**src/rtl/exec_commit.sv**
```systemverilog
// Execute/commit stage: retires one ALU result per cycle into the register file, PC or flags,
// and runs single-outstanding LD/ST memory transactions with a load writeback cycle.
module exec_commit #(
  parameter logic [2:0] RD_SP = 3'd7
) (
  input  logic        clk,
  input  logic        rst_n,
  input  logic        in_valid,
  output logic        in_ready,
  input  logic [31:0] ir,
  input  logic [31:0] dr,
  input  logic [31:0] tr,
  input  logic        sf,
  input  logic        zf,
  input  logic        cf,
  input  logic        vf,
  input  logic        flag_up,
  output logic [3:0]  flags,
  output logic        rf_we,
  output logic [2:0]  rf_waddr,
  output logic [31:0] rf_wdata,
  output logic        pc_we,
  output logic [31:0] pc_wdata,
  output logic        mem_req,
  output logic        mem_we,
  output logic [31:0] mem_addr,
  output logic [31:0] mem_wdata,
  input  logic        mem_ack,
  input  logic [31:0] mem_rdata
);

  // Opcode byte lives in ir[31:24]; the whole 8'hFx range is Bcc with the condition in ir[27:24].
  localparam logic [7:0] Z_LIL  = 8'h01, Z_MOV  = 8'h02, Z_ADD  = 8'h03, Z_SUB  = 8'h04;
  localparam logic [7:0] Z_AND  = 8'h05, Z_OR   = 8'h06, Z_XOR  = 8'h07, Z_ADDI = 8'h08;
  localparam logic [7:0] Z_SUBI = 8'h09, Z_ANDI = 8'h0A, Z_ORI  = 8'h0B, Z_XORI = 8'h0C;
  localparam logic [7:0] Z_NEG  = 8'h0D, Z_NOT  = 8'h0E, Z_SLL  = 8'h0F, Z_SLA  = 8'h10;
  localparam logic [7:0] Z_SRL  = 8'h11, Z_SRA  = 8'h12;
  localparam logic [7:0] Z_JALR = 8'h20, Z_RET  = 8'h21, Z_PUSH = 8'h22, Z_POP  = 8'h23;
  localparam logic [7:0] Z_CMP  = 8'h30, Z_CMPI = 8'h31;
  localparam logic [7:0] Z_B    = 8'h40, Z_JR   = 8'h41;
  localparam logic [7:0] Z_LD   = 8'h50, Z_ST   = 8'h51;
  localparam logic [3:0] Z_BCC  = 4'hF;

  typedef enum logic [1:0] {S_IDLE, S_MEM, S_LDWB} state_t;

  state_t      state_q, state_d;
  logic [3:0]  flags_q, flags_d;
  logic        rf_we_q, rf_we_d, pc_we_q, pc_we_d;
  logic [2:0]  rf_waddr_q, rf_waddr_d, rd_q, rd_d;
  logic [31:0] rf_wdata_q, rf_wdata_d, pc_wdata_q, pc_wdata_d;
  logic        mem_req_q, mem_req_d, mem_we_q, mem_we_d;
  logic [31:0] mem_addr_q, mem_addr_d, mem_wdata_q, mem_wdata_d;
  logic [7:0]  op;
  logic        accept;
  logic        unused_ir;

  // flags are packed {S,Z,C,V}; codes 12-15 are reserved and never taken
  function automatic logic cond_true(input logic [3:0] cc, input logic [3:0] f);
    logic s, z, c, v;
    {s, z, c, v} = f;
    case (cc)
      4'd0:    cond_true = z;
      4'd1:    cond_true = !z;
      4'd2:    cond_true = s ^ v;
      4'd3:    cond_true = (s ^ v) | z;
      4'd4:    cond_true = !(s ^ v);
      4'd5:    cond_true = !(s ^ v) & !z;
      4'd6:    cond_true = c;
      4'd7:    cond_true = !c;
      4'd8:    cond_true = s;
      4'd9:    cond_true = !s;
      4'd10:   cond_true = v;
      4'd11:   cond_true = !v;
      default: cond_true = 1'b0;
    endcase
  endfunction

  assign op        = ir[31:24];
  assign unused_ir = ^{ir[23:19], ir[15:0]};
  assign in_ready  = rst_n & (state_q == S_IDLE);
  assign accept    = in_valid & in_ready;

  always_comb begin
    state_d     = state_q;
    flags_d     = flags_q;
    rf_we_d     = 1'b0;
    pc_we_d     = 1'b0;
    rf_waddr_d  = rf_waddr_q;
    rf_wdata_d  = rf_wdata_q;
    pc_wdata_d  = pc_wdata_q;
    rd_d        = rd_q;
    mem_req_d   = mem_req_q;
    mem_we_d    = mem_we_q;
    mem_addr_d  = mem_addr_q;
    mem_wdata_d = mem_wdata_q;
    case (state_q)
      S_IDLE: begin
        if (accept) begin
          if (flag_up) flags_d = {sf, zf, cf, vf};
          if (op == Z_LD || op == Z_ST) begin
            state_d    = S_MEM;
            mem_req_d  = 1'b1;
            mem_addr_d = dr;
            mem_we_d   = (op == Z_ST);
            rd_d       = ir[18:16];
            if (op == Z_ST) mem_wdata_d = tr;
          end else if (op inside {Z_LIL, Z_MOV, Z_ADD, Z_SUB, Z_AND, Z_OR, Z_XOR, Z_ADDI,
                                  Z_SUBI, Z_ANDI, Z_ORI, Z_XORI, Z_NEG, Z_NOT, Z_SLL,
                                  Z_SLA, Z_SRL, Z_SRA}) begin
            rf_we_d    = 1'b1;
            rf_waddr_d = ir[18:16];
            rf_wdata_d = dr;
          end else if (op inside {Z_JALR, Z_RET, Z_PUSH, Z_POP}) begin
            rf_we_d    = 1'b1;
            rf_waddr_d = RD_SP;
            rf_wdata_d = dr;
          end else if (op == Z_B || op == Z_JR ||
                       (op[7:4] == Z_BCC && cond_true(op[3:0], flags_q))) begin
            // Bcc tests the flags from before this instruction, not the ones it may load
            pc_we_d    = 1'b1;
            pc_wdata_d = dr;
          end
        end
      end
      S_MEM: begin
        if (mem_ack) begin
          mem_req_d = 1'b0;
          mem_we_d  = 1'b0;
          if (mem_we_q) begin
            state_d = S_IDLE;
          end else begin
            state_d    = S_LDWB;
            rf_we_d    = 1'b1;
            rf_waddr_d = rd_q;
            rf_wdata_d = mem_rdata;
          end
        end
      end
      default: state_d = S_IDLE;
    endcase
  end

  always_ff @(posedge clk or negedge rst_n) begin
    if (!rst_n) begin
      state_q     <= S_IDLE;
      flags_q     <= '0;
      rf_we_q     <= 1'b0;
      pc_we_q     <= 1'b0;
      rf_waddr_q  <= '0;
      rf_wdata_q  <= '0;
      pc_wdata_q  <= '0;
      rd_q        <= '0;
      mem_req_q   <= 1'b0;
      mem_we_q    <= 1'b0;
      mem_addr_q  <= '0;
      mem_wdata_q <= '0;
    end else begin
      state_q     <= state_d;
      flags_q     <= flags_d;
      rf_we_q     <= rf_we_d;
      pc_we_q     <= pc_we_d;
      rf_waddr_q  <= rf_waddr_d;
      rf_wdata_q  <= rf_wdata_d;
      pc_wdata_q  <= pc_wdata_d;
      rd_q        <= rd_d;
      mem_req_q   <= mem_req_d;
      mem_we_q    <= mem_we_d;
      mem_addr_q  <= mem_addr_d;
      mem_wdata_q <= mem_wdata_d;
    end
  end

  assign flags     = flags_q;
  assign rf_we     = rf_we_q;
  assign rf_waddr  = rf_waddr_q;
  assign rf_wdata  = rf_wdata_q;
  assign pc_we     = pc_we_q;
  assign pc_wdata  = pc_wdata_q;
  assign mem_req   = mem_req_q;
  assign mem_we    = mem_we_q;
  assign mem_addr  = mem_addr_q;
  assign mem_wdata = mem_wdata_q;

endmodule

```
**config.mk**
```make
export PLATFORM = sky130hd
export DESIGN_NAME = exec_commit
export DESIGN_NICKNAME = d
export VERILOG_FILES = /design/src/rtl/exec_commit.sv
export SDC_FILE = /design/constraint.sdc
export NUM_CORES = 1
export LEC_CHECK = 0
export CAP_MARGIN = 5
export CELL_PAD_IN_SITES_DETAIL_PLACEMENT = 1
export CELL_PAD_IN_SITES_GLOBAL_PLACEMENT = 1
export CORE_MARGIN = 2
export CORE_UTILIZATION = 29
export DETAILED_ROUTE_END_ITERATION = 7
export PLACE_DENSITY_LB_ADDON = 0.1
export SYNTH_ARGS = -nofsm -noshare
export SYNTH_HDL_FRONTEND = slang
export SYNTH_SLANG_ARGS = --single-unit
```
**constraint.sdc**
```tcl
create_clock -name clk -period 2.05 [get_ports clk]
set_clock_uncertainty 0.15 [all_clocks]
set_input_delay 0.5125 -clock clk [delete_from_list [all_inputs] [get_ports clk]]
set_output_delay 0.5125 -clock clk [all_outputs]
set_load 0.05 [all_outputs]
```
Word-level counts from Yosys, hierarchy flattened

Cells that the tools add are included.

Bits in registers: 144
Bits of input ports: 137
Logic and storage cells: 131

Equal/unequal tests: 45
Mux-type cells: 45
Bitwise logic cells: 8
Reduce and logical (&&, ||, !) cells: 21

Operators with widths:

| kind               | count |
|---|---|
| $mux 32            | 6 |
| $eq 8x4->1 const B | 8 |
| $pmux 32 s2        | 1 |
| $eq 8x3->1 const B | 4 |
| $eq 8x6->1 const B | 4 |
| $eq 8x7->1 const B | 4 |
| $eq 8x5->1 const B | 3 |
| $mux 1             | 22 |
| $eq 4x4->1 const B | 5 |
| $mux 3             | 6 |
| $reduce_bool 18->1 | 1 |
| $eq 4x3->1 const B | 4 |
| $eq 8x2->1 const B | 2 |
| $pmux 1 s12        | 1 |
| $reduce_and 6->1   | 2 |
| $reduce_and 3->1   | 3 |
| $eq 4x2->1 const B | 2 |
| $eq 8x1->1 const B | 1 |
| $mux 2             | 4 |
| $ne 2x2->1 const B | 4 |
| $reduce_and 4->1   | 2 |
| $pmux 1 s2         | 3 |
| $pmux 3 s2         | 1 |
| $logic_not 1->1    | 5 |
| other kinds (15)   | 21 |

Depth between registers and ports, before layout

Depth after elaboration: 17
Gate-level depth with buffers: 8
Gate-level depth less buffers: 5

Least setup slack after synthesis

No wires, ideal clock.

Path type: input port to flip-flop
Start: input port rst_n
End: register pc_wdata_q[10], in the netlist pc_wdata[10]
Arrival: 2.691 ns
Data required time: 1.775 ns
Path slack: -0.916 ns
Cell stages on the path: 5
Buffers on the path: 1
Cells stage by stage: nor3b_1 -> and2_1 -> o2111ai_4 -> buf_6 -> mux2_4

Cells in the longest elaborated chain, start to end: 3

RTL lines:

| what                              | RTL line | text |
|---|---|---|
| start: declaration                | 7        | `input logic rst_n,` |
| $and 1x1->1                       | 80       | `assign in_ready = rst_n & (state_q == S_IDLE);` |
| $and 1x1->1                       | 81       | `assign accept = in_valid & in_ready;` |
| $reduce_and 6->1 (no source line) | --       |  |
| end signal: assignment            | 164      | `pc_wdata_q <= pc_wdata_d;` |
| end: declaration                  | 50       | `logic [31:0] rf_wdata_q, rf_wdata_d, pc_wdata_q, pc_wdata_d;` |

No other way between the ends.
A chain may end at the register's enable or synchronous reset.

Worst setup path in the final report

Start: input port ir[25]
End: register pc_wdata_q[23], in the netlist pc_wdata[23]

Cells in the longest elaborated chain, start to end: 10
Elaborated cells between the ends (all ways): 54
Those cells by class: eq/ne: 37; mux: 6; bitwise: 3; reduce/logical: 8

RTL lines:

| what                                     | RTL line | text |
|---|---|---|
| start: declaration                       | 10       | `input logic [31:0] ir,` |
| $eq 4x4->1, or another cell as far along | 61       | `case (cc)` |
| $pmux 1 s12                              | 61       |  |
| $mux 1                                   | 113      | `end else if (op inside {Z_JALR, Z_RET, Z_PUSH, Z_POP}) begin` |
| $mux 1                                   | 107      | `end else if (op inside {Z_LIL, Z_MOV, Z_ADD, Z_SUB, Z_AND, Z_OR, Z_XOR, Z_ADDI,` |
| $mux 1                                   | 100      | `if (op == Z_LD \|\| op == Z_ST) begin` |
| $mux 1                                   | 98       | `if (accept) begin` |
| $mux 1                                   | 96       | `case (state_q)` |
| $logic_and 1x1->1                        | 118      | `(op[7:4] == Z_BCC && cond_true(op[3:0], flags_q))) begin` |
| $logic_or 1x1->1                         | 117      | `end else if (op == Z_B \|\| op == Z_JR \|\|` |
| $reduce_and 6->1 (no source line) *      | --       |  |

Mark *: on every way between the ends. The rest lies on a longest branch, timed or not. The select of a mux whose other input is x is not followed.

==> summary.txt <==
Outcome
  – Outcome: finished, violations left
  – Failing checks: negative setup slack

Yosys
  – Area contributors post-synth: dfrtp_1 59%, mux2_2 13%, mux2_4 7.1%
  – Number of synthesized flops with an enable pin: 0
  – Ys async rst share: 1.00
  – Ys Warns: 0
  – Area share of the largest cell type after synthesis: 0.591
  – Top_reg_cell synth: dfrtp_1
  – Post-Syn Area: 6100 µm²
  – Largest area contributor in the netlist: dfrtp_1
  – Synth Area per Inst: 13.9 µm²
  – Sequential cell area fraction in the yosys report: 0.591
  – Synth Net Count: 577
  – Yosys reg bits: 144
  – Cell count after synthesis: 440
  – Synth cell types: 39

Timing
  – Fmax: 392 MHz
  – RSZ-0062 raised after global routing: true
  – Setup TNS: -38220 ps
  – Minimum clock period: 2550 ps
  – Hold Vio Cnt, Final: 0
  – Fin worst setup slack: -499 ps
  – Slew HR: 0.377
  – Period utilization: 1.24
  – Endpoints failing setup: 104
  – Max-slew violation count: 0
  – Hold_ws: 84.7 ps
  – Slew @ Worst Pin: 934 ps

GRT
  – Global-route usage over all layers: 0.186
  – Global route overflow: 0
  – Largest net degree at the start of global routing: 145
  – Vias in the first global route: 5231
  – Initial antenna violation count: 0
  – First-pass GRT wire length: 31.0 mm

Placed design
  – Final RePlAce weighted congestion: 0.739
  – HPWL Detailed: 13.7 mm
  – Number of buffers added on ports: 255

Routing
  – Routed WL: 20.4 mm
  – Wire length per cell: 19.6 µm
  – Detailed-route DRC error count: 0
  – DR vias: 4781
  – DR pass1 iterations: 4
  – Final ANT Viol Nets: 0
  – Initial DRC count: 147
  – Vias per cell: 4.60

Worst setup path
  – Slowest stage delay, CP: 550 ps
  – Reg2reg path depth: 8
  – Reg2Reg Capture Point: pc_wdata[1]
  – R2R setup slack: -360 ps
  – Crit Path Class: in -> reg
  – Critical Path RT: 2200 ps
  – Startpoint Class: input port
  – Critical Path End Type: flip-flop
  – CP Cell Sequence: buf_6, or4_4, or4b_4, o2111ai_4, o2111ai_4, buf_12, buf_8, buf_16, mux2_4
  – Most frequent CP cell: o2111ai_4
  – R2R Path Start: flags[0]
  – Slowest cell on the critical path: or4b_4
  – Worst-path fanout max: 5
  – CP arrival: 2700 ps

Clock network
  – CTS Hold Bufs: 0
  – Root Buffer: clkbuf_16
  – CTS Buffer Depth: 2
  – Clk_lat worst skew: 420 ps
  – Clock transition at path regs: 60 ps
  – CTS H-tree lvls: 4
  – CTS sink count: 144
  – Total CTS buffers: 17
  – CTS tree: yes

Finish
  – Nets@finish: 888
  – Share of layout cells above drive strength 1: 0.471
  – Antenna Diode Count: 0
  – Area growth from synthesis to layout: 66.7%

Power
  – Leakage: 4.98 nW
  – Worst vdd ir: 0.000507 V
  – Cell Pwr Density: 896 nW/µm²

Floorplanning
  – # IOs: 277
  – Starting density of the core: 0.293
  – Die Span Y: 149 µm
  – Core Area: 20800 µm²
  – Rows: 53
  – Die width: 149 µm
  – Die Area: 22200 µm²

Worst hold path
  – Worst Hold Class: in -> async

Run
  – Max Cap Violations: 0
==> state kept, by name (all words and copies together), names as in the netlist <==
signal and cells:
flags 4, state_q 2, rf_waddr 3, mem_we 1, rf_wdata 32, pc_wdata 32
pc_we 1, mem_req 1, mem_addr 32, mem_wdata 32, rd_q 3, rf_we 1
==> routing by layer <==
layer / vias to the layer above / GRT usage / routed length, µm
met5: - / 0 / 0
met2: 152 / 0.318 / 10300
met4: 0 / 0.0557 / 261
met1: 2423 / 0.233 / 8670
met3: 17 / 0.0446 / 1160
li1: 2189 / - / -
==> cell type report <==
cell class	instances	area [µm²]
fill	2158	10700
clock inverter	13	150
multi-input combinational	266	2540
inverter	3	11.3
sequential	144	3600
tap	275	344
clock buffer	19	443
timing repair buffer	319	3070
==> cells in the mapped netlist, types with 2 or more instances <==
cell type  instances
dfrtp_1          144
mux2_2            72
nand2_1           42
o21ai_0           39
mux2i_1           34
mux2_4            29
clkbuf_1          17
buf_6              7
nor2_1             7
a21oi_1            4
o22ai_1            4
buf_1              3
inv_1              3
nor3b_1            3
and4b_1            2
mux2_1             2
nand2b_1           2
nor2b_1            2
nor4_1             2
or4_1              2
xor2_1             2
==> metrics by stage <==
| step | std cells | area [µm²] | power, W | setup slack, ps | utilization |
|---|---|---|---|---|---|
| after detailed placement | 978 | 9010 | 0.00603 | -1100 | 0.433 |
| after global routing | 1039 | 10200 | 0.00949 | -518 | 0.488 |
| after CTS | 1037 | 10100 | 0.00924 | -474 | 0.487 |
| final | 1039 | 10200 | 0.00911 | -499 | 0.488 |
| after floorplan | 440 | 6300 | 0.00493 | -578 | - |
| after global placement | 978 | 9010 | 0.00597 | -1070 | 0.433 |
==> timing repair <==
item                       in CTS  in global routing
cloned                         11                  0
pin swaps                       9                  5
resized for setup              48                 15
setup endpoints to repair     140                139
buffers inserted               16                  5
==> power breakdown <==
part           internal (W)  switching [W]
logic              0.000934        0.00168
clock network       0.00185        0.00129
registers           0.00317       0.000191
total               0.00595        0.00316
==> critical path: cells and delay by family <==
kind | cells | cell delay, ps
buffers and inverters | 4 | 520
AND/OR/NAND/NOR | 2 | 1080
AO/OA/AOI/OAI | 2 | 290
multiplexers | 1 | 290
==> cells by family (layout without fill, tap and decap cells) <==
group,after synthesis,count (layout),synth area share
multiplexers,137,137,0.264
flip-flops,144,144,0.591
buffers and inverters,30,354,0.0271
XOR/XNOR,3,3,0.00431
AND/OR/NAND/NOR,73,73,0.0614
AO/OA/AOI/OAI,53,53,0.0521
==> worst max path at each step <==
stage | from | to | cells past startpoint
final | ir[25] | pc_wdata[23] | 9
after global routing | ir[25] | pc_wdata[23] | 9
after CTS | ir[27] | pc_wdata[4] | 9
after detailed placement | ir[25] | pc_wdata[8] | 7
after global placement | ir[25] | pc_wdata[11] | 7
after floorplan | ir[27] | pc_wdata[10] | 7
==> placed cells by master (no fill, tap or decap), types with 4 or more instances in the layout <==
cell type and n:
buf_12 11, buf_16 9, buf_4 170, buf_6 14, clkbuf_16 17, clkdlybuf4s50_1 107
clkinvlp_4 4, dfrtp_1 144, inv_6 4, mux2_2 42, mux2_4 61, mux2i_1 34
nand2_1 42, nor2_1 6, o21ai_0 33, o21ai_1 6, o22ai_1 4
No activity file was read; power rests on OpenSTA's default activity.
